===== src/rtl/mem_port_arbiter.sv =====
// mem_port_arbiter
//   Shares one synchronous-read memory port between the instruction-fetch
//   requester (if_*) and the load/store requester (d_*). Every access goes
//   through three states: IDLE (arbitrate/accept), ISSUE (memory command),
//   and RESP (one-cycle rvalid pulse to the owner).
//
//   Parameters
//     AW            address width
//     DW            data width (byte enables are DW/8 bits)
//     STARVE_LIMIT  consecutive data wins over a waiting fetch before the
//                   fetch is forced through (fixed-priority build only)
//
//   Ports
//     clk, reset               clock; synchronous active-high reset
//     if_req/if_addr           fetch request and address
//     if_ready                 fetch accepted this cycle
//     if_rvalid/if_rdata       fetch response pulse and data
//     d_req/d_addr/d_wdata     data request, address, store data
//     d_we                     byte write enables (0 = load)
//     d_ready                  data request accepted this cycle
//     d_rvalid/d_rdata         load data / store acknowledge pulse
//     m_en/m_addr/m_wdata/m_we memory command (valid while m_en=1)
//     m_rdata                  memory read data, valid the cycle after m_en
//
//   Build option
//     ARB_ROUND_ROBIN_EN  when defined, conflicts go to the requester that
//                         was not granted most recently (fetch first after
//                         reset); otherwise data has priority, bounded by
//                         the starvation counter.

module mem_port_arbiter #(
   parameter int unsigned AW           = 32,
   parameter int unsigned DW           = 32,
   parameter int unsigned STARVE_LIMIT = 4
) (
   input  logic            clk,
   input  logic            reset,
   // instruction fetch requester
   input  logic            if_req,
   input  logic [AW-1:0]   if_addr,
   output logic            if_ready,
   output logic            if_rvalid,
   output logic [DW-1:0]   if_rdata,
   // load/store requester
   input  logic            d_req,
   input  logic [AW-1:0]   d_addr,
   input  logic [DW-1:0]   d_wdata,
   input  logic [DW/8-1:0] d_we,
   output logic            d_ready,
   output logic            d_rvalid,
   output logic [DW-1:0]   d_rdata,
   // memory port
   output logic            m_en,
   output logic [AW-1:0]   m_addr,
   output logic [DW-1:0]   m_wdata,
   output logic [DW/8-1:0] m_we,
   input  logic [DW-1:0]   m_rdata
);

   typedef enum logic [1:0] {
      IDLE  = 2'd0,
      ISSUE = 2'd1,
      RESP  = 2'd2
   } state_t;

   state_t state, state_nxt;

   // arbitration result (only meaningful in IDLE)
   logic grant_if;
   logic grant_d;
   logic idle;
   logic accept;

   // latched command
   logic            own_d_q;   // 1: data requester owns the access
   logic [AW-1:0]   addr_q;
   logic [DW-1:0]   wdata_q;
   logic [DW/8-1:0] we_q;

   logic issue_act;
   logic resp_act;

`ifdef ARB_ROUND_ROBIN_EN
   // 1: data was granted most recently. Resets to 1 so fetch wins first.
   logic last_d_q;
`else
   localparam int unsigned CW = $clog2(STARVE_LIMIT + 1);
   localparam logic [CW-1:0] LIMIT = CW'(STARVE_LIMIT);

   logic [CW-1:0] starve_cnt;
`endif

   //---------------------------------------------------------------------
   // Arbitration
   //---------------------------------------------------------------------
   always_comb begin
      grant_if = 1'b0;
      grant_d  = 1'b0;
      if (if_req && d_req) begin
`ifdef ARB_ROUND_ROBIN_EN
         if (last_d_q) begin
            grant_if = 1'b1;
         end else begin
            grant_d = 1'b1;
         end
`else
         if (starve_cnt == LIMIT) begin
            grant_if = 1'b1;
         end else begin
            grant_d = 1'b1;
         end
`endif
      end else begin
         grant_if = if_req;
         grant_d  = d_req;
      end
   end

   // ready is forced low during reset so nothing is accepted that cycle
   assign idle     = (state == IDLE) && !reset;
   assign if_ready = idle && grant_if;
   assign d_ready  = idle && grant_d;
   assign accept   = if_ready || d_ready;

   //---------------------------------------------------------------------
   // State machine
   //---------------------------------------------------------------------
   always_ff @(posedge clk) begin
      if (reset) begin
         state <= IDLE;
      end else begin
         state <= state_nxt;
      end
   end

   always_comb begin
      state_nxt = state;
      case (state)
         IDLE:    if (accept) state_nxt = ISSUE;
         ISSUE:   state_nxt = RESP;
         RESP:    state_nxt = IDLE;
         default: state_nxt = IDLE;
      endcase
   end

   //---------------------------------------------------------------------
   // Command latch. Store data is only captured on a data accept so that
   // m_wdata keeps its last value across fetches.
   //---------------------------------------------------------------------
   always_ff @(posedge clk) begin
      if (reset) begin
         own_d_q <= 1'b0;
         addr_q  <= '0;
         wdata_q <= '0;
         we_q    <= '0;
      end else if (accept) begin
         own_d_q <= d_ready;
         if (d_ready) begin
            addr_q  <= d_addr;
            wdata_q <= d_wdata;
            we_q    <= d_we;
         end else begin
            addr_q  <= if_addr;
            we_q    <= '0;
         end
      end
   end

`ifdef ARB_ROUND_ROBIN_EN
   always_ff @(posedge clk) begin
      if (reset) begin
         last_d_q <= 1'b1;
      end else if (accept) begin
         last_d_q <= d_ready;
      end
   end
`else
   // Counts data wins taken while a fetch was waiting; saturates.
   always_ff @(posedge clk) begin
      if (reset) begin
         starve_cnt <= '0;
      end else if (if_ready) begin
         starve_cnt <= '0;
      end else if (d_ready && if_req && (starve_cnt != LIMIT)) begin
         starve_cnt <= starve_cnt + 1'b1;
      end
   end
`endif

   //---------------------------------------------------------------------
   // Memory command and responses. Reset gates the strobes combinationally
   // so an access caught by reset in ISSUE or RESP never reaches the
   // memory or the requester.
   //---------------------------------------------------------------------
   assign issue_act = (state == ISSUE) && !reset;
   assign resp_act  = (state == RESP)  && !reset;

   assign m_en    = issue_act;
   assign m_addr  = addr_q;
   assign m_wdata = wdata_q;
   assign m_we    = issue_act ? we_q : '0;

   assign if_rvalid = resp_act && !own_d_q;
   assign d_rvalid  = resp_act &&  own_d_q;
   assign if_rdata  = if_rvalid ? m_rdata : '0;
   assign d_rdata   = d_rvalid  ? m_rdata : '0;

endmodule


===== config.mk =====
export PLATFORM = sky130hd
export DESIGN_NAME = mem_port_arbiter
export DESIGN_NICKNAME = d
export VERILOG_FILES = /design/src/rtl/mem_port_arbiter.sv
export SDC_FILE = /design/constraint.sdc
export NUM_CORES = 1
export LEC_CHECK = 0
export CAP_MARGIN = 20
export CORE_AREA = 2 2 105 107
export DETAILED_ROUTE_END_ITERATION = 10
export DIE_AREA = 0 0 107 109
export DONT_BUFFER_PORTS = 1
export PLACE_DENSITY = 0.49
export SYNTH_ARGS = -nofsm -noshare
export SYNTH_HDL_FRONTEND = slang
export SYNTH_SLANG_ARGS = --single-unit

===== constraint.sdc =====
create_clock -name clk -period 4.9 [get_ports clk]
set_input_delay 0.49 -clock clk [delete_from_list [all_inputs] [get_ports clk]]
set_output_delay 0.49 -clock clk [all_outputs]
set_load 0.02 [all_outputs]

* Word level (Yosys, flattened, before mapping)
Cells that the tools add are included.
** Cells by class
- Add/subtract/negate cells :: 1
- Multiply operators :: 0
- Div/mod/pow operators :: 0
- Magnitude comparators :: 0
- Eq/ne operators :: 5
- Shifts and indexed selects :: 0
- Mux-type cells :: 11
- Bitwise logic cells :: 0
- Reductions and logical operators :: 16
** Operators with widths (number)
- 2-to-1 mux 32 bit :: 3
- logical AND 1 bit :: 10
- 2-to-1 mux 4 bit :: 2
- 2-to-1 mux 1 bit :: 4
- case mux 2 bit (2 select lines) :: 1
- adder 3 x 1 -> 3 bit, second input constant :: 1
- == test 3 bit, second input constant :: 1
- inequality test 3 bit, second input constant :: 1
- == test 2 x 1 -> 1 bit, second input constant :: 1
- == test 2 bit, second input constant :: 1
- logical NOT 1 bit :: 2
- logical NOT 2 bit :: 1
- 2-to-1 mux 2 bit :: 1
- inequality test 2 bit, second input constant :: 1
- AND reduction 2 bit :: 1
- OR reduction 2 bit :: 1
- logical OR 1 bit :: 1
** Word-level totals
- Bits in registers :: 74
- Latch bits :: 0
- Bits in writable memories :: 0
- Bits in read-only memories :: 0
- Input bits :: 136
- Output and inout bits :: 137
- Logic and storage cells :: 39
- Memories :: 0

* Logic depth before layout (Yosys ltp)
Gate-level depths: netlist of the first run.
- Depth in word-level cells :: 7
- Mapped depth :: 7
- Depth with buffers taken out :: 5

* Worst setup path after synthesis of the first run
OpenSTA, ideal clock, no wires.
- Path kind :: input port to output port
- From :: input port reset
- To :: output port if_rdata[22]
- Arrival :: 1.820 ns
- Required time :: 4.410 ns
- Slack :: 2.590 ns
- Cell stages on the path :: 4
- Path through :: buf_2 > nor4b_1 > clkbuf_1 > and2_1
** Between the ends
- Word-level cells in the longest chain between the ends :: 4
** RTL lines
- start, declared :: RTL line 37 : input logic reset,
- logical NOT 1 bit :: RTL line 196 : assign resp_act = (state == RESP) && !reset;
- logical AND 1 bit :: RTL line 196
- logical AND 1 bit :: RTL line 203 : assign if_rvalid = resp_act && !own_d_q;
- net if_rvalid :: RTL line 42 : output logic if_rvalid,
- 2-to-1 mux 32 bit :: RTL line 205 : assign if_rdata = if_rvalid ? m_rdata : '0;
- end, declared :: RTL line 43 : output logic [DW-1:0] if_rdata,
The timed path passes the listed nets, and every way through them passes these cells.

* Worst setup path in the final report of the first run
- From :: register state[1]
- To :: output port if_ready
** Between the ends
- Word-level cells in the longest chain between the ends :: 3
** RTL lines
- start, declared :: RTL line 66 : state_t state, state_nxt;
- start signal, assigned :: RTL line 132 : state <= state_nxt;
- logical NOT 2 bit :: RTL line 120 : assign idle = (state == IDLE) && !reset;
- logical AND 1 bit :: RTL line 120
- logical AND 1 bit :: RTL line 121 : assign if_ready = idle && grant_if;
- end, declared :: RTL line 41 : output logic if_ready,
No other way between the ends.

==> summary by stage, run 1 <==
Yosys
The cell type with the highest aggregate area in the netlist is sky130_fd_sc_hd__dfxtp_1. Of the total synthesized cell area, the portion taken by XOR and XNOR cells is 0. The synthesized-area fraction occupied by ao, oa, aoi and oai cells came to 0.156.

The number of enable flip-flop cells after synthesis is 0. The share of synthesized area spent on multiplexers is 0. Synthesis instantiated 27 different standard cells from the library. Of all flip-flops after synthesis, the portion carrying an async set or reset was 0.

Counting instances in the post-synthesis netlist gives the leading cell types as sky130_fd_sc_hd__dfxtp_1 (74), sky130_fd_sc_hd__a21oi_1 (72), sky130_fd_sc_hd__and2_1 (68). By instance count, the leading cell after synthesis is sky130_fd_sc_hd__dfxtp_1. The post-synthesis average cell area is just under 8 µm².

The synthesized instance count is approximately 470. The net count after synthesis is about 600. The synthesized netlist occupies a cell area of between 3000 and 4000 µm².

The synthesized design contains 74 register bits. The share of the Yosys chip area taken by registers is 0.413. Among all flip-flop cells after synthesis, the most frequent one is sky130_fd_sc_hd__dfxtp_1. Ranked by total cell area, the synthesized netlist is headed by sky130_fd_sc_hd__dfxtp_1 (41%), sky130_fd_sc_hd__and2_1 (12%), sky130_fd_sc_hd__a21oi_1 (10%). After synthesis, the largest family of logic cells by area is simple AND/OR/NAND/NOR gates. The share of synthesized area in the top cell type comes to 0.413. The number of synthesis warnings is 0. Of the total synthesized cell area, the portion taken by full adders, half adders and majority gates is 0.00698.

The share of synthesized cell area in and, or, nand and nor gates is 0.361.

Detailed routing
In this run the remaining antenna-violating nets after routing total 0. In the routed design, unresolved DRC markers number 0. After detailed routing, the number of vias per cell comes to about 6. The routed wire length per instance is 19.6 µm. The initial DRC count is about 420. The number of iterations in the first detailed-routing pass is 6. The total via count after detailed routing is 3,367. The routed design has between 10,000 and 15,000 µm of wire.

Floorplanning
The die boundary height is around 110 µm. between 200 and 300 I/O pins were placed. The effective utilization at floorplan is 0.338. The die span in x is around 110 µm. The area of the die is between 10,000 and 15,000 µm². The floorplan step defined a core boundary enclosing 10,600 µm².

The number of core rows is 38.

Clock tree
The clock root buffer is sky130_fd_sc_hd__clkbuf_8. In this run the post-CTS setup repair buffer count came out at 0. The clock-pin slew on the worst setup and hold paths is ~0.080 ns. The sink count of the clock tree is 74. In this run, CTS created clock tree buffers numbering 9.

The number of resized instances in the post-cts repair step is 0. The maximum count of clock buffers along a single path is 2. The clock tree from TritonCTS is yes. The total of hold buffers inserted after clock tree synthesis is 0. The later-pin clock latency in the skew report is approximately 0.35 ns.

The H-tree depth reported by CTS is 3.

Timing
For the final database, setup skew stands at just under 0.007 ns. Setup violations remaining at the end of the flow were counted as 0. The worst slew margin relative to its limit is 0.578. For the pin with the worst max-slew slack, the measured transition is about 0.63 ns.

For this run, the top clock speed supported by timing is between 0.4 and 0.5 GHz. The total count of max-transition violations in the final report is 0. Hold is met by roughly 0.22 ns. The count of final hold-check violations is 0. Of the available clock period, the critical path in the final layout requires 0.505. After layout, the worst setup slack is 2.42 ns. The total negative slack for setup checks is 0 ns. Setup repair after global routing left no endpoint under its margin.

The worst path needs approximately 2.5 ns of the cycle, external delays included.

Placement
The post-placement setup slack is around 2.7 ns. Routability-driven placement finished with a final weighted congestion of 0.795. Detailed placement ended at an HPWL of about 8000 µm.

The count of input and output buffers is 0. The number of cells in the design after placement is about 560. Summing all placed instances gives a cell area of approximately 3600 µm².

Cells and area
After routing the design area is between 3000 and 4000 µm². The area overhead of the layout relative to synthesis is 7.61%. The fill cell total of the finished layout is 1,111. The number of nets in the layout is ~570.

The share of final-layout standard cells stronger than drive strength 1 is 0.0776. The footprint of the multi-input gates is between 1500 and 2000 µm². The area of all sequential standard cells is roughly 1500 µm². The number of standard cells in the final layout excluding fillers is 578. The final antenna diode count is 0.

GRT
Entering global routing, the biggest net connects 82 pins. The sum of overflow across all layers after global routing is 0. The global-route wire length before repair is roughly 16,000 µm. The number of antenna violations at the first check in global routing is 0. The overall fraction of global-route tracks in use is 0.180. The number of global-route vias before repair was 3,147.

Critical path
The arrival time reported for the critical path endpoint is about 2 ns. The path type of the worst setup path is flop to output pin. Of all nets on the critical path, the largest fanout is 37. In this design, the largest share of critical-path delay is due to simple AND/OR/NAND/NOR gates. Measured in cells, the most critical reg-to-reg path has a length of 4. The maximum single-stage delay on the critical path is ~0.80 ns. The cell with the biggest individual delay on the critical path is sky130_fd_sc_hd__or4b_4. For the worst setup path, the data required time is approximately 4.4 ns. STA classifies the critical path startpoint as a flop. The total buffers and inverters traversed by the critical path is 0.

Traced cell by cell, the critical path runs through or4b_4, nor2_1. The critical path runs through a total of 2 cells. The endpoint type of the worst setup path is an output pin.

Power and ir drop
The total power divided by cell area is approximately 370 nW/µm². The leakage power figure is around 1.3 nW. The maximum vdd ir drop is about 120 µV.

Worst hold path
In this run the worst hold path is classified as primary input to flop. The cell depth of the worst hold path is 1.

Job
Max-cap violations in this run came to 0.

Outcome
The run finished with clean final reports.
==> worst paths after layout <==
| check | startpoint | to | slack (ns) |
|---|---|---|---|
| worst max-delay path | state[1] | if_ready | 2.42 |
| worst min-delay path | reset | starve_cnt[2] | 0.22 |
| worst max register to register | state[1] | m_addr[3] | 2.64 |
| worst min register to register | we_q[1] | we_q[1] | 0.47 |
==> sequential cells by signal, summed over array words and instances (netlist names) <==
signal      cells
we_q            4
m_wdata        32
state           2
m_addr         32
own_d_q         1
starve_cnt      3
==> through the flow <==
step	utilization	power, mW
2_1_floorplan	-	0.867
3_3_place_gp	0.341	0.889
3_5_place_dp	0.341	0.894
4_1_cts	0.362	1.44
5_1_grt	0.364	1.49
6_report	0.364	1.42
==> placed cells by master (no fill, tap or decap), drive strengths merged, types with 3 or more instances in the layout <==
cell,instances
a21oi,72
and2,68
buf,8
clkbuf,9
dfxtp,74
inv,5
nand2,4
nand3,37
nor2,3
nor3,66
nor3b,3
nor4,32
o21ai,38
==> cell type report <==
type	instances	area share
multi-input cells	337	0.491
repair buffers	8	0.0188
clock buffers	9	0.0321
inverters	3	0.00292
clock inverters	7	0.0263
flip-flops and latches	74	0.384
well taps	140	0.0454
==> where the power goes <==
group / switching, mW / internal [mW]
Clock: 0.247 / 0.291
Sequential: 0.0879 / 0.648
Combinational: 0.0892 / 0.0533
==> metal layers <==
metal	wire length (µm)	share of wire	track usage	up-vias
met2	5640	0.50	0.314	175
li1	-	-	-	1587
met1	4450	0.39	0.199	1582
met4	317	0.028	0.0974	0
met3	906	0.080	0.0496	23
met5	0	0	0	-
==> cells by family after synthesis <==
kind of cell | Yosys count
adder cells (fa/ha/maj) | 2
flip-flops | 74
AO/OA/AOI/OAI | 111
buffers and inverters | 54
AND/OR/NAND/NOR | 224
No activity file was read; power rests on OpenSTA's default activity.
==> inputs of run 2 (changes only) <==
ABC_AREA = 1   (was not set)
CORE_AREA = not set   (was 2 2 105 107)
CORE_UTILIZATION = 35   (was not set)
DIE_AREA = not set   (was 0 0 107 109)
PLACE_DENSITY = 0.52   (was 0.49)
clock period = 2.2 ns   (was 4.9 ns; I/O delays follow)
==> run 2 against run 1 <==
Compared with the run above: clock skew about the same; final area grew 24%; final cell count rose by 48%; combinational power grew to 3.5 times the previous value; clock power rose by 110%; routed wire length decreased by 0.88%; sequential share of layout area shrank 7.5 points; power is 130% higher.
==> summary by stage, run 2 <==
Cells and area
The number of standard cells in the final layout excluding fillers is around 860. The number of nets in the layout is between 800 and 900. The final design area excluding fillers is ~4800 µm². Once layout is complete, the utilization of the core stands at 0.444. Of the cells placed in the final design, the portion with a size suffix greater than 1 is 0.150. The top cell types in the final layout, fill and taps aside, are sky130_fd_sc_hd__nand2_1 (174), sky130_fd_sc_hd__nor2_1 (137), sky130_fd_sc_hd__inv_1 (131), sky130_fd_sc_hd__buf_4 (77), sky130_fd_sc_hd__dfxtp_1 (74).

Relative to the synthesized area, the layout overhead comes to 23.7%. The final antenna diode count is 0. The library cell used most frequently in the layout, excluding fill and tap cells, is sky130_fd_sc_hd__nand2_1. The fill cell total of the finished layout is between 1,000 and 1,500.

Yosys
The parity-gate share of the synthesized area counting xor and xnor cells is 0.00226. The share of synthesized cell area in and, or, nand and nor gates is 0.362. The number of distinct library cells after synthesis is 21. The net count after synthesis is 789. The summed instance area of the synthesized netlist is around 3900 µm². The synthesized-area fraction occupied by adder cells is 0.00646.

The flip-flop and latch count after synthesis is 74. Of the post-synthesis cell area, the dominant cell type holds 0.382. The share of synthesized area spent on multiplexers is 0. The most numerous cell in the Yosys netlist is sky130_fd_sc_hd__nand2_1. Sorting the synthesized cells by how often they occur yields sky130_fd_sc_hd__nand2_1 (174), sky130_fd_sc_hd__nor2_1 (139), sky130_fd_sc_hd__inv_1 (134). The biggest area contributor in the post-synthesis netlist is sky130_fd_sc_hd__dfxtp_1. Synthesis produced a netlist whose cell count is between 600 and 700. Yosys mapped a number of flops with a built-in enable equal to 0.

The post-synthesis average cell area is slightly below 6 µm². The fraction of registers with async set or reset after synthesis is 0. By area, the combinational part of the netlist is dominated by simple AND/OR/NAND/NOR gates. The dominant synthesized flop cell is sky130_fd_sc_hd__dfxtp_1. The share of the Yosys chip area taken by registers is 0.382. For this run, the number of Yosys warnings is 0. By area the synthesized netlist is led by sky130_fd_sc_hd__dfxtp_1 (38%), sky130_fd_sc_hd__nand2_1 (17%), sky130_fd_sc_hd__nor2_1 (13%).

The synthesized-area fraction occupied by ao, oa, aoi and oai cells came to 0.0549.

Timing
The number of setup violations in the final report is 0. Setup repair after global routing could not meet its margin everywhere. Between clock sinks in the finished design, the worst skew comes to 0.00657 ns. The tightest hold path in the finished design has a slack of ~0.028 ns.

The maximum clock rate is about 0.48 GHz. The count of final hold-check violations is 0. The total count of max-transition violations in the final report is 0. For the pin with the worst max-slew slack, the measured transition is 0.609 ns. Of the available clock period, the critical path in the final layout requires 0.953.

The total negative slack for setup checks is 0 ns. After layout, the worst setup slack is between 0.1 and 0.15 ns. The post-route minimum period is 2.10 ns.

Measured against its own limit, the worst slew margin works out to 0.594.

Placement
The number of placed instances, taps included, is between 800 and 900. The post-placement setup slack is about 0.42 ns. After legalization and detailed placement, the total HPWL measured approximately 7800 µm.

The placed instances occupy a cell area of between 4000 and 5000 µm². In this run the tool buffered the top-level ports with 0 buffer cells. The routability-driven placement congestion ratio is 0.819.

Clock tree
TritonCTS built the clock tree. The clock-pin slew on the worst setup and hold paths is 0.08 ns. The number of clock buffers added by TritonCTS is 9. The sink count of the clock tree is 74. The H-tree depth reported by CTS is 3.

The later-pin clock latency in the skew report is between 0.3 and 0.4 ns. The clock root buffer is sky130_fd_sc_hd__clkbuf_8. The maximum count of clock buffers along a single path is 2.

Power and ir drop
The analysis attributes to cell leakage a power of between 2 and 3 nW. Across the VDD grid, the largest voltage drop is between 300 and 400 µV. The overall power consumption is roughly 3.3 mW.

For this design the ratio of total power to cell area is approximately 680 nW/µm².

Critical path
The category of the worst setup path launch point is a flop. The worst register-to-register path begins at starve_cnt[0]. Tracing the worst setup path back leads to its startpoint at state[0].

The number of cells on the worst reg-to-reg path is 9. The endpoint identified for the worst register-to-register timing path is we_q[1]. At the worst endpoint, the required time is 1.98 ns.

The critical path is of the flop to output pin type. Data on the critical path arrives at its endpoint at ~1.9 ns. Across all register-to-register paths, the minimum setup slack is between 0.2 and 0.3 ns. In this run the worst path has a maximum fanout of 16.

The worst setup path is captured at an output pin. The endpoint of the most critical setup path is d_rdata[18].

Floorplanning
The number of core rows is 38. For this configuration, the core starts out at a cell density of 0.359. The total area inside the core boundary comes to ~11,000 µm². The I/O pin total is 273. The die span in x is around 110 µm. The floorplan step set the die height to 107 µm. The area of the die is roughly 11,000 µm².

Detailed routing
The post-detailed-route DRC marker count is 0. The total via count after detailed routing is between 3,000 and 4,000. For this run, the detailed router's first-pass iteration total came to 7.

The detailed-route wire length is around 11,000 µm. The remaining antenna violation count after routing is 0. The routed wire length per instance is roughly 13 µm. The initial DRC count is about 190. The detail-routed via count per cell is ~4.5.

GRT
The number of antenna violations at the first check in global routing was 0. The first global-routing pass estimated between 15,000 and 20,000 µm of wire. The overall fraction of global-route tracks in use is 0.174.

Global routing finished with a remaining overflow of 0. Entering global routing, the biggest net connects 70 pins. The number of global-route vias before repair is just over 3,000.

Worst hold path
The path class of the tightest hold or removal check is primary input to flop.

Outcome
The run finished with clean final reports.

Job
The number of max-cap violations is 0.
==> run 2: final cells by class <==
cell class | count | area, µm² | area share
clock buffer | 10 | 138 | 0.0287
clock inverter | 6 | 72.6 | 0.0151
multi-input combinational | 397 | 1660 | 0.347
tap | 140 | 175 | 0.0365
sequential | 74 | 1480 | 0.309
timing repair inverter | 2 | 15.0 | 0.00313
inverter | 145 | 552 | 0.115
timing repair buffer | 84 | 698 | 0.146
==> run 2: worst max-delay path, cell delays in order, from the launching register on <==
cell and delay [ns]:
sky130_fd_sc_hd__dfxtp_1 0.32, sky130_fd_sc_hd__inv_1 0.17, sky130_fd_sc_hd__nand3_1 0.16, sky130_fd_sc_hd__nor2_2 0.27
sky130_fd_sc_hd__clkinvlp_4 0.13, sky130_fd_sc_hd__buf_4 0.20, sky130_fd_sc_hd__nor2_1 0.12, sky130_fd_sc_hd__buf_4 0.15
==> run 2: worst min-delay path by stage <==
stage / to / slack (ns) / depth (start not counted) / start
global placement: own_d_q / 0.29 / 1 / reset
floorplan: we_q[0] / 0.36 / 2 / d_we[0]
global route: we_q[0] / 0.008 / 2 / d_we[0]
finish: we_q[2] / 0.03 / 2 / d_we[2]
detailed placement: we_q[3] / 0.29 / 1 / reset
CTS: starve_cnt[2] / 0.009 / 3 / reset
==> run 2: timing repair <==
item / in CTS / in global routing
hold buffers: 3 / 0
setup endpoints to repair: 0 / 65
setup buffers: 0 / 7
resized for setup: 0 / 6
endpoints found under the hold margin: 5 / 0
==> run 2: kinds of logic after synthesis <==
group | count (synthesis)
simple gates | 353
buf+inv | 180
flops | 74
compound gates | 41
fa+ha+maj | 2
xor+xnor | 1
==> run 2: per-layer routing <==
metal | part of all wire | global-route usage | up-vias | routed length (µm)
met2 | 0.52 | 0.321 | 161 | 5840
li1 | - | - | 1994 | -
met5 | 0 | 0 | - | 0
met1 | 0.36 | 0.170 | 1674 | 4050
met3 | 0.099 | 0.0669 | 16 | 1110
met4 | 0.018 | 0.0783 | 0 | 203
==> run 2: power breakdown <==
part | switching (mW) | internal, mW
sequential | 0.194 | 1.44
clock | 0.545 | 0.567
combinational | 0.318 | 0.184
total | 1.06 | 2.20
==> inputs of run 3 (changes only) <==
CORE_ASPECT_RATIO = 1.2   (was not set)
CORE_MARGIN = 4   (was not set)
==> run 3 against run 2 <==
Compared with the run above: combinational power shrank 3%; non-clock buffer count fell by 4; core utilization grew 0.59 points; sequential share of layout area fell by 0.056 points; register-to-register slack better by 0.18 ns; final cell count is 1.7% lower; critical endpoint is now d_rdata[3]; largest cell class unchanged.
==> summary by stage, run 3 (synthesized netlist as in run 2, its figures left out) <==
GRT
The number of global-route vias before repair came to between 3,000 and 4,000. The global-route wire length before repair is 18,300 µm. In the global route stage, overall resource usage came out at 0.183. The number of antenna violations at the first check in global routing was 3.

The total overflow left after global routing is 0. The pin count of the biggest net entering global routing is 65.

Critical path
The end of the worst register-to-register path is we_q[1]. The largest fanout on the critical path is 16. Data arrives at the worst endpoint at roughly 1.9 ns. Data on the critical path is required at its endpoint by about 2.0 ns.

The internal reg-to-reg setup slack is about 0.47 ns. STA classifies the critical path startpoint as a flop. The critical register-to-register path startpoint is starve_cnt[0]. The path type of the worst setup path is flop to output pin. The worst setup path is captured at an output pin. The number of cells on the worst reg-to-reg path is 8.

Detailed routing
Dividing the detail-routed wire length by the instance count gives 14.7 µm. The remaining antenna violation count after routing is 0. The number of iterations in the first detailed-routing pass is 4. The final route contains ~3,800 vias. The post-detailed-route DRC marker count is 0.

The met3 wire length is 1470 µm. The detail-routed via count per cell is around 4.5. Detailed routing placed a total of between 6000 and 7000 µm of wire on met2.

Signal routing reaches up to met5. The routed length on met1 is 4200 µm. The initial DRC count is roughly 180.

After detailed routing, the total wire length is 12,400 µm.

Clock tree
TritonCTS built the clock tree. The total CTS buffers is 9. The clock-pin slew on the worst setup and hold paths is 0.06 ns. The clock passes through at most 2 buffers. In this run the clock root is driven by a sky130_fd_sc_hd__clkbuf_16. CTS saw 74 sinks. The later-pin clock latency in the skew report is 0.33 ns.

The H-tree generated during clock tree synthesis spans 3 levels.

Placement
The post-place instance area is around 4400 µm². The count of input and output buffers is 0. The routability-driven placement congestion ratio is 0.821. The HPWL after detailed placement is about 10000 µm.

Worst hold path
The destination of the worst hold path is we_q[3]. The cell depth of the worst hold path is 2. The worst hold path class is primary input to flop. The worst hold path startpoint is d_we[3].

Cells and area
Of the cells placed in the final design, the portion with a size suffix greater than 1 is 0.143. Measured on the finished design, the core utilization comes to 0.450. The library cells used most frequently in the layout, excluding fill and tap cells, are sky130_fd_sc_hd__nand2_1 (174), sky130_fd_sc_hd__nor2_1 (139), sky130_fd_sc_hd__inv_1 (132), sky130_fd_sc_hd__buf_4 (76), sky130_fd_sc_hd__dfxtp_1 (74). Leaving out fill and tap cells, the most frequent cell in the layout is sky130_fd_sc_hd__nand2_1. With fillers left out, the area of the finished cells amounts to between 4000 and 5000 µm². The area overhead of the layout relative to synthesis is 23.9%.

The number of nets in the layout is roughly 850.

Timing
The total count of max-transition violations in the final report is 0. Summed over all failing endpoints, the final setup total negative slack is 0 ns. Dividing the final minimum period by the clock period gives 0.979. The slew at the pin with the worst max-slew slack is around 0.90 ns. The maximum clock rate is between 0.4 and 0.5 GHz. Setup repair after global routing could not meet its margin everywhere. The count of final hold-check violations was 0. The clock tree skew after final layout is roughly 0.0083 ns.

Setup violations remaining at the end of the flow were counted as 0. The worst slew margin relative to its limit is 0.397. The post-route minimum period is 2.15 ns.

Floorplanning
The die span in x is roughly 100 µm. The area of the die is ~13,000 µm². The die boundary height is 123 µm. The effective utilization at floorplan is 0.363.

The I/O pin total is around 270. The floorplan has between 40 and 50 rows. The core footprint is roughly 11,000 µm².

Power and ir drop
The maximum vdd ir drop is ~360 µV. The completed layout was analyzed and its total power is approximately 3.6 mW. The analysis attributes to cell leakage a power of 2.77 nW. The switching fraction of total power is 0.301. The internal power contribution is 2.54 mW. The share of total power dissipated in the clock network is 0.414. Dividing total power by cell area gives a power density of ~760 nW/µm². The power dissipated by switching net loads is roughly 1.1 mW. The combinational share of power is 0.134. Of the total power, registers draw 0.452.

Outcome
The run finished with clean final reports.

Job
The number of max-cap violations is 0.
-- run 3: power by group through the flow --
stage	combinational, mW	clock [mW]	sequential, mW
3_5_place_dp	0.489	0	1.68
5_1_grt	0.575	1.60	1.66
4_1_cts	0.495	1.55	1.65
2_1_floorplan	0.397	0	1.64
3_3_place_gp	0.477	0	1.68
6_report	0.488	1.51	1.64
-- run 3: what timing repair did --
| item | CTS | global route |
|---|---|---|
| setup endpoints to repair | 0 | 64 |
| buffers inserted | 0 | 3 |
| hold endpoints to repair | 5 | 0 |
| gates resized for setup | 0 | 2 |
| hold buffers | 1 | 0 |
-- run 3: how the worst max path moves through the flow --
stage                         endpoint  cells past startpoint  slack (ns)     start
after floorplan            d_rdata[10]                      5        0.50  state[1]
after global placement    if_rdata[15]                      6        0.50  state[0]
after global routing       d_rdata[28]                      7       -0.14  state[0]
after detailed placement    d_rdata[3]                      6        0.44  state[0]
after CTS                   d_rdata[3]                      6        0.07  state[0]
final                       d_rdata[3]                      6        0.05  state[1]
-- run 3: critical path, stage by stage (launching register included) --
cell and delay [ns]:
sky130_fd_sc_hd__dfxtp_1 0.44, sky130_fd_sc_hd__nand3_1 0.13, sky130_fd_sc_hd__nor2_1 0.38, sky130_fd_sc_hd__clkinvlp_4 0.15, sky130_fd_sc_hd__buf_4 0.21, sky130_fd_sc_hd__nor2_1 0.13
sky130_fd_sc_hd__buf_4 0.16
-- run 3: metal layers --
layer / global-route usage / up-vias
met5: 0 / -
met4: 0.0698 / 4
met3: 0.0919 / 13
met2: 0.337 / 168
met1: 0.175 / 1652
li1: - / 1982
-- run 3: layout make-up --
| class | count | area [µm²] |
|---|---|---|
| clock buffers | 10 | 239 |
| well taps | 129 | 161 |
| repair inverters | 1 | 7.51 |
| multi-input cells | 397 | 1650 |
| clock inverters | 6 | 73.8 |
| inverters | 145 | 548 |
| repair buffers | 80 | 641 |
| fillers | 1116 | 5870 |
| diodes | 1 | 2.50 |
| flip-flops and latches | 74 | 1480 |
-- run 3: per-stage QoR --
| stage | setup slack (ns) | hold slack [ns] | std cells |
|---|---|---|---|
| finish | 0.0454 | 0.0281 | 843 |
| detailed placement | 0.440 | 0.295 | 821 |
| CTS | 0.0732 | 0.0151 | 838 |
| global placement | 0.497 | 0.293 | 821 |
| floorplan | 0.504 | 0.363 | 651 |
| global route | -0.140 | 0.0265 | 843 |
